### src/rtl/ccff_pkg.sv
// Shared types and fabric constants for the configuration-chain loader.
package ccff_pkg;

  typedef enum logic [2:0] {
    IDLE,
    CLEAR,
    FETCH,
    LOW,
    HIGH,
    DONE
  } state_t;

  localparam int unsigned FABRIC_CHAIN_LEN = 1024;

endpackage

### src/rtl/ccff_phase_gen.sv
// Counts CLK_DIV cycles per prog_clk phase and strobes the last cycle of each phase.
module ccff_phase_gen #(
  parameter int unsigned CLK_DIV = 1
) (
  input  logic clk,
  input  logic reset,
  input  logic run,
  output logic phase_end_c
);

  localparam int unsigned CW = (CLK_DIV > 1) ? $clog2(CLK_DIV) : 1;

  logic [CW-1:0] cnt;
  logic          last;

  assign last        = (cnt == CW'(CLK_DIV - 1));
  assign phase_end_c = run && last;

  // Counter restarts whenever the shifter is not in a clock phase.
  always_ff @(posedge clk) begin
    if (reset || !run || last) begin
      cnt <= '0;
    end else begin
      cnt <= cnt + CW'(1);
    end
  end

endmodule

### src/rtl/ccff_loader.sv
// Streams a byte-wide bitstream into the OpenFPGA configuration chain,
// generating prog_clk, set and the fabric user reset.
module ccff_loader
  import ccff_pkg::*;
#(
  parameter int unsigned CHAIN_LEN  = FABRIC_CHAIN_LEN,
  parameter int unsigned SET_CYCLES = 4,
  parameter int unsigned CLK_DIV    = 1
) (
  input  logic                           clk,
  input  logic                           reset,
  input  logic                           start,
  input  logic [7:0]                     cfg_data,
  input  logic                           cfg_valid,
  output logic                           cfg_ready,
  output logic                           prog_clk,
  output logic                           set,
  output logic                           ccff_head,
  input  logic                           ccff_tail,
  output logic                           fabric_reset,
  output logic                           busy,
  output logic                           done,
  output logic [$clog2(CHAIN_LEN+1)-1:0] bit_count,
  output logic [$clog2(CHAIN_LEN+1)-1:0] tail_ones
);

  localparam int unsigned CNT_W = $clog2(CHAIN_LEN + 1);
  localparam int unsigned SET_W = (SET_CYCLES > 1) ? $clog2(SET_CYCLES) : 1;

  state_t           state;
  state_t           state_next;
  logic [SET_W-1:0] set_cnt;
  logic [7:0]       shreg;
  logic [3:0]       bits_left;
  logic             phase_end_c;
  logic             take_byte_c;
  logic             rise_c;

  ccff_phase_gen #(
    .CLK_DIV(CLK_DIV)
  ) u_phase_gen (
    .clk        (clk),
    .reset      (reset),
    .run        ((state == LOW) || (state == HIGH)),
    .phase_end_c(phase_end_c)
  );

  assign take_byte_c = (state == FETCH) && cfg_valid;
  assign rise_c      = (state == LOW) && phase_end_c;

  // Next-state logic.
  always_comb begin
    state_next = state;
    case (state)
      IDLE:  if (start) state_next = CLEAR;
      CLEAR: if (set_cnt == SET_W'(SET_CYCLES - 1)) state_next = FETCH;
      FETCH: if (cfg_valid) state_next = LOW;
      LOW:   if (phase_end_c) state_next = HIGH;
      HIGH: begin
        if (phase_end_c) begin
          if (bit_count == CNT_W'(CHAIN_LEN)) begin
            state_next = DONE;
          end else if (bits_left == 4'd0) begin
            state_next = FETCH;
          end else begin
            state_next = LOW;
          end
        end
      end
      DONE:    if (start) state_next = CLEAR;
      default: state_next = IDLE;
    endcase
  end

  // State, datapath and registered outputs; outputs decode the next state.
  always_ff @(posedge clk) begin
    if (reset) begin
      state        <= IDLE;
      set_cnt      <= '0;
      shreg        <= '0;
      bits_left    <= '0;
      bit_count    <= '0;
      tail_ones    <= '0;
      prog_clk     <= 1'b0;
      set          <= 1'b0;
      ccff_head    <= 1'b0;
      cfg_ready    <= 1'b0;
      busy         <= 1'b0;
      done         <= 1'b0;
      fabric_reset <= 1'b1;
    end else begin
      state        <= state_next;
      prog_clk     <= (state_next == HIGH);
      set          <= (state_next == CLEAR);
      cfg_ready    <= (state_next == FETCH);
      busy         <= (state_next != IDLE) && (state_next != DONE);
      done         <= (state_next == DONE);
      fabric_reset <= (state_next != DONE);
      set_cnt      <= (state == CLEAR) ? set_cnt + SET_W'(1) : '0;

      if ((state_next == CLEAR) && (state != CLEAR)) begin
        bit_count <= '0;
        tail_ones <= '0;
      end

      if (take_byte_c) begin
        shreg     <= cfg_data;
        bits_left <= 4'd8;
        ccff_head <= cfg_data[7];
      end

      // Bit is committed on the prog_clk rise; the tail is sampled there too.
      if (rise_c) begin
        shreg     <= {shreg[6:0], 1'b0};
        bits_left <= bits_left - 4'd1;
        bit_count <= bit_count + CNT_W'(1);
        tail_ones <= tail_ones + CNT_W'(ccff_tail);
      end

      if ((state == HIGH) && (state_next == LOW)) begin
        ccff_head <= shreg[7];
      end
    end
  end

endmodule

### config.mk
export PLATFORM = sky130hd
export DESIGN_NAME = ccff_loader
export DESIGN_NICKNAME = d
export VERILOG_FILES = /design/src/rtl/ccff_pkg.sv /design/src/rtl/ccff_phase_gen.sv /design/src/rtl/ccff_loader.sv
export SDC_FILE = /design/constraint.sdc
export NUM_CORES = 1
export LEC_CHECK = 0
export CORE_UTILIZATION = 47
export CTS_BUF_LIST = sky130_fd_sc_hd__clkbuf_16
export DETAILED_ROUTE_END_ITERATION = 8
export GPL_TIMING_DRIVEN = 0
export PLACE_DENSITY_LB_ADDON = 0.08
export SYNTH_ARGS = -nofsm -noshare
export SYNTH_HDL_FRONTEND = slang
export SYNTH_SLANG_ARGS = --single-unit
export TNS_END_PERCENT = 10
### constraint.sdc
create_clock -name clk -period 1.96 [get_ports clk]
set_clock_uncertainty 0.2 [all_clocks]
set_input_delay 0.392 -clock clk [delete_from_list [all_inputs] [get_ports clk]]
set_output_delay 0.392 -clock clk [all_outputs]
set_load 0.005 [all_outputs]
==> out/qor.csv <==
metric;value;unit
synth-edff-count;0;
min_period;2218;ps
nFillCells;406;
maxCapViolCount;0;
vias;2022;
dp_slack;-638.1;ps
outcome;finished with violations;
clockBufferDepth;2;
rows;25;
routabilityCongestion;0.8245;
syn_nets;271;
die_h;72.01;um
leakagePower;1.056;nW
violations;setup timing;
htreeDepth;2;
startpoint_type;flop;
cp.required;1950;ps
crit_arrival;2200;ps
finalCritPeriodShare;113.2;%
critPathCaptureType;flop;
crit_type;reg2reg;
numPortBuffers;40;
vias_per_cell;5.450;
fin_util;64.61;%
grt_max_degree;17;
dp_hpwl;3651;um
io_pins;42;
ys_warn_count;0;
p_total;2.084;mW
fin_setup_tns;-6209;ps
clock.fmax;450.8;MHz
maxSlewHeadroom;61.73;%
cts_tree;yes;
hold_path_class;in2reg;
syn-cell-area;2303;um^2
drt_iter0_markers;73;
chipWidth;72.01;um
async_flop_share;0;%
peakVddDrop;0.0003719;V
initial_core_util;48.77;%
ant_nets;0;
synthToLayoutAreaGrowth;32.48;%
worst_pin_slew;574.1;ps
grt_pass1_vias;1870;
cts_buffers;5;
syn-mean-instance-area;9.141;um^2
root_buffer;clkbuf_16;
antenna_found_initial;0;
synthFlopType;dfxtp_1;
ys_ff_latch;47;
overflow;0;
die_area;5185;um^2
drt_drc_violations_left;0;
maxSlewViolCount;0;
core;4723;um^2
rsz0062_at_grt;yes;
setup_ws;-258.2;ps
final_nets;322;
ctsHoldBuffers;0;
powerDensity;683.0;nW/um^2
cp_max_fo;8;
dr.pass1.iters;4;
wl_per_cell;14.26;um
diodes;0;
drive_gt1_share;16.78;%
hold_viol;0;
ys_seq_area_share;40.85;%
clk_pin_slew;70;ps
cts_num_sinks;47;
grtUsageTotal;22.01;%
grt_first_pass_wirelength;8901;um
clock_latency;280;ps
finalSetupViolCount;31;
ys_types;55;
drt_wl_total;5290;um
postSynthCellCount;252;
## through the flow
stage                     instances  hold WS, ps  cell area, um^2
after floorplan                 252        207.2             2306
after global placement          359        217.2             2790
after detailed placement        359        227.7             2790
after CTS                       369        154.4             3009
after global routing            371        164.0             3052
final                           371        158.8             3052
## cells by family (layout without fill, tap and decap cells)
| group | after synthesis | after routing | synth area share, % |
|---|---|---|---|
| buffers and inverters | 21 | 73 | 5.486 |
| AO/OA/AOI/OAI | 47 | 47 | 15.37 |
| multiplexers | 2 | 2 | 0.9234 |
| XOR/XNOR | 7 | 7 | 2.662 |
| other | 1 | 1 | 0.1628 |
| flip-flops | 47 | 47 | 40.85 |
| adder cells (fa/ha/maj) | 6 | 6 | 3.259 |
| AND/OR/NAND/NOR | 121 | 121 | 31.29 |
## registers in the layout, summed over array words and instances (netlist names)
name	count
set_cnt	2
bit_count	11
set	1
ccff_head	1
state	3
fabric_reset	1
busy	1
u_phase_gen.cnt	1
shreg	8
prog_clk	1
cfg_ready	1
bits_left	4
tail_ones	11
done	1
## power breakdown
group / leakage, nW / switching (mW) / internal [mW]
registers: 0.382 / 0.00537 / 0.961
logic: 0.589 / 0.0744 / 0.0616
clock network: 0.0844 / 0.374 / 0.608
## synthesized netlist by cell type, types with 2 or more instances
library cell / n / area share (%)
xor2_1: 6 / 2.3
nor3b_1: 3 / 0.98
o21ai_0: 3 / 0.65
or3_1: 6 / 1.6
a311oi_1: 5 / 1.9
clkbuf_1: 7 / 1.1
nor3_1: 14 / 3.0
nand3_1: 17 / 3.7
nand2b_1: 3 / 0.81
a21oi_1: 8 / 1.7
nor4b_1: 2 / 0.76
o22ai_1: 6 / 1.6
clkbuf_8: 4 / 2.4
nor3_2: 6 / 2.6
nand3b_1: 7 / 2.3
o21ai_1: 4 / 0.87
and3_1: 6 / 1.6
dfxtp_1: 47 / 41
inv_1: 9 / 1.5
o41ai_1: 3 / 1.1
nor2_1: 24 / 3.9
ha_1: 6 / 3.3
or2_2: 2 / 0.54
nand2_1: 18 / 2.9
o31ai_1: 5 / 1.6
o211ai_1: 2 / 0.65
## worst max-delay path, stage by stage, from the launching register on
cell	delay, ps
dfxtp_4	370
or4_4	540
or3_4	380
o21ai_4	220
o21ai_2	140
a311oi_1	270
## cell usage in the layout (no fill, tap or decap), types with 5 or more instances in the layout
cell	instances
clkbuf_16	5
nand3_1	17
dfxtp_1	44
nor2_1	23
clkdlybuf4s50_1	40
o31ai_1	5
or3_1	6
inv_1	9
nor3_1	13
o22ai_1	6
nor3_2	7
xor2_1	6
a21oi_1	8
and3_1	6
ha_1	6
nand3b_1	7
nand2_1	17
## cell type report
cell class / count / area [um^2] / area share, %
Multi-Input combinational cell: 184 / 1284 / 42.07
Buffer: 12 / 100.1 / 3.280
Tap cell: 67 / 83.83 / 2.747
Timing Repair Buffer: 44 / 430.4 / 14.10
Sequential cell: 47 / 947.2 / 31.04
Inverter: 9 / 33.78 / 1.107
Clock inverter: 3 / 47.55 / 1.558
Clock buffer: 5 / 125.1 / 4.100
## layer usage
metal / global-route usage (%) / wire, um
met3: 4.722 / 210
met5: 0 / 0
met4: 5.882 / 37
met1: 29.55 / 2562
met2: 36.06 / 2479
## final timing paths
kind / depth (start not counted) / start / to / slack (ps)
hold / removal: 2 / reset / state[0]$_SDFF_PP0_ / 160
hold reg to reg: 1 / set_cnt[0]$_SDFF_PP0_ / set_cnt[0]$_SDFF_PP0_ / 250
setup / recovery: 5 / bit_count[3]$_SDFFE_PP0P_ / bit_count[3]$_SDFFE_PP0P_ / -260
setup reg to reg: 5 / bit_count[3]$_SDFFE_PP0P_ / bit_count[3]$_SDFFE_PP0P_ / -260
## repair_timing
| item | in CTS | in global routing |
|---|---|---|
| gates resized for setup | 6 | 11 |
| endpoints found under the hold margin | 0 | 0 |
| pin swaps | 3 | 3 |
| cloned | 0 | 0 |
| setup endpoints to repair | 37 | 39 |
| buffers inserted | 2 | 2 |
Power figures use the tool's default switching activity.
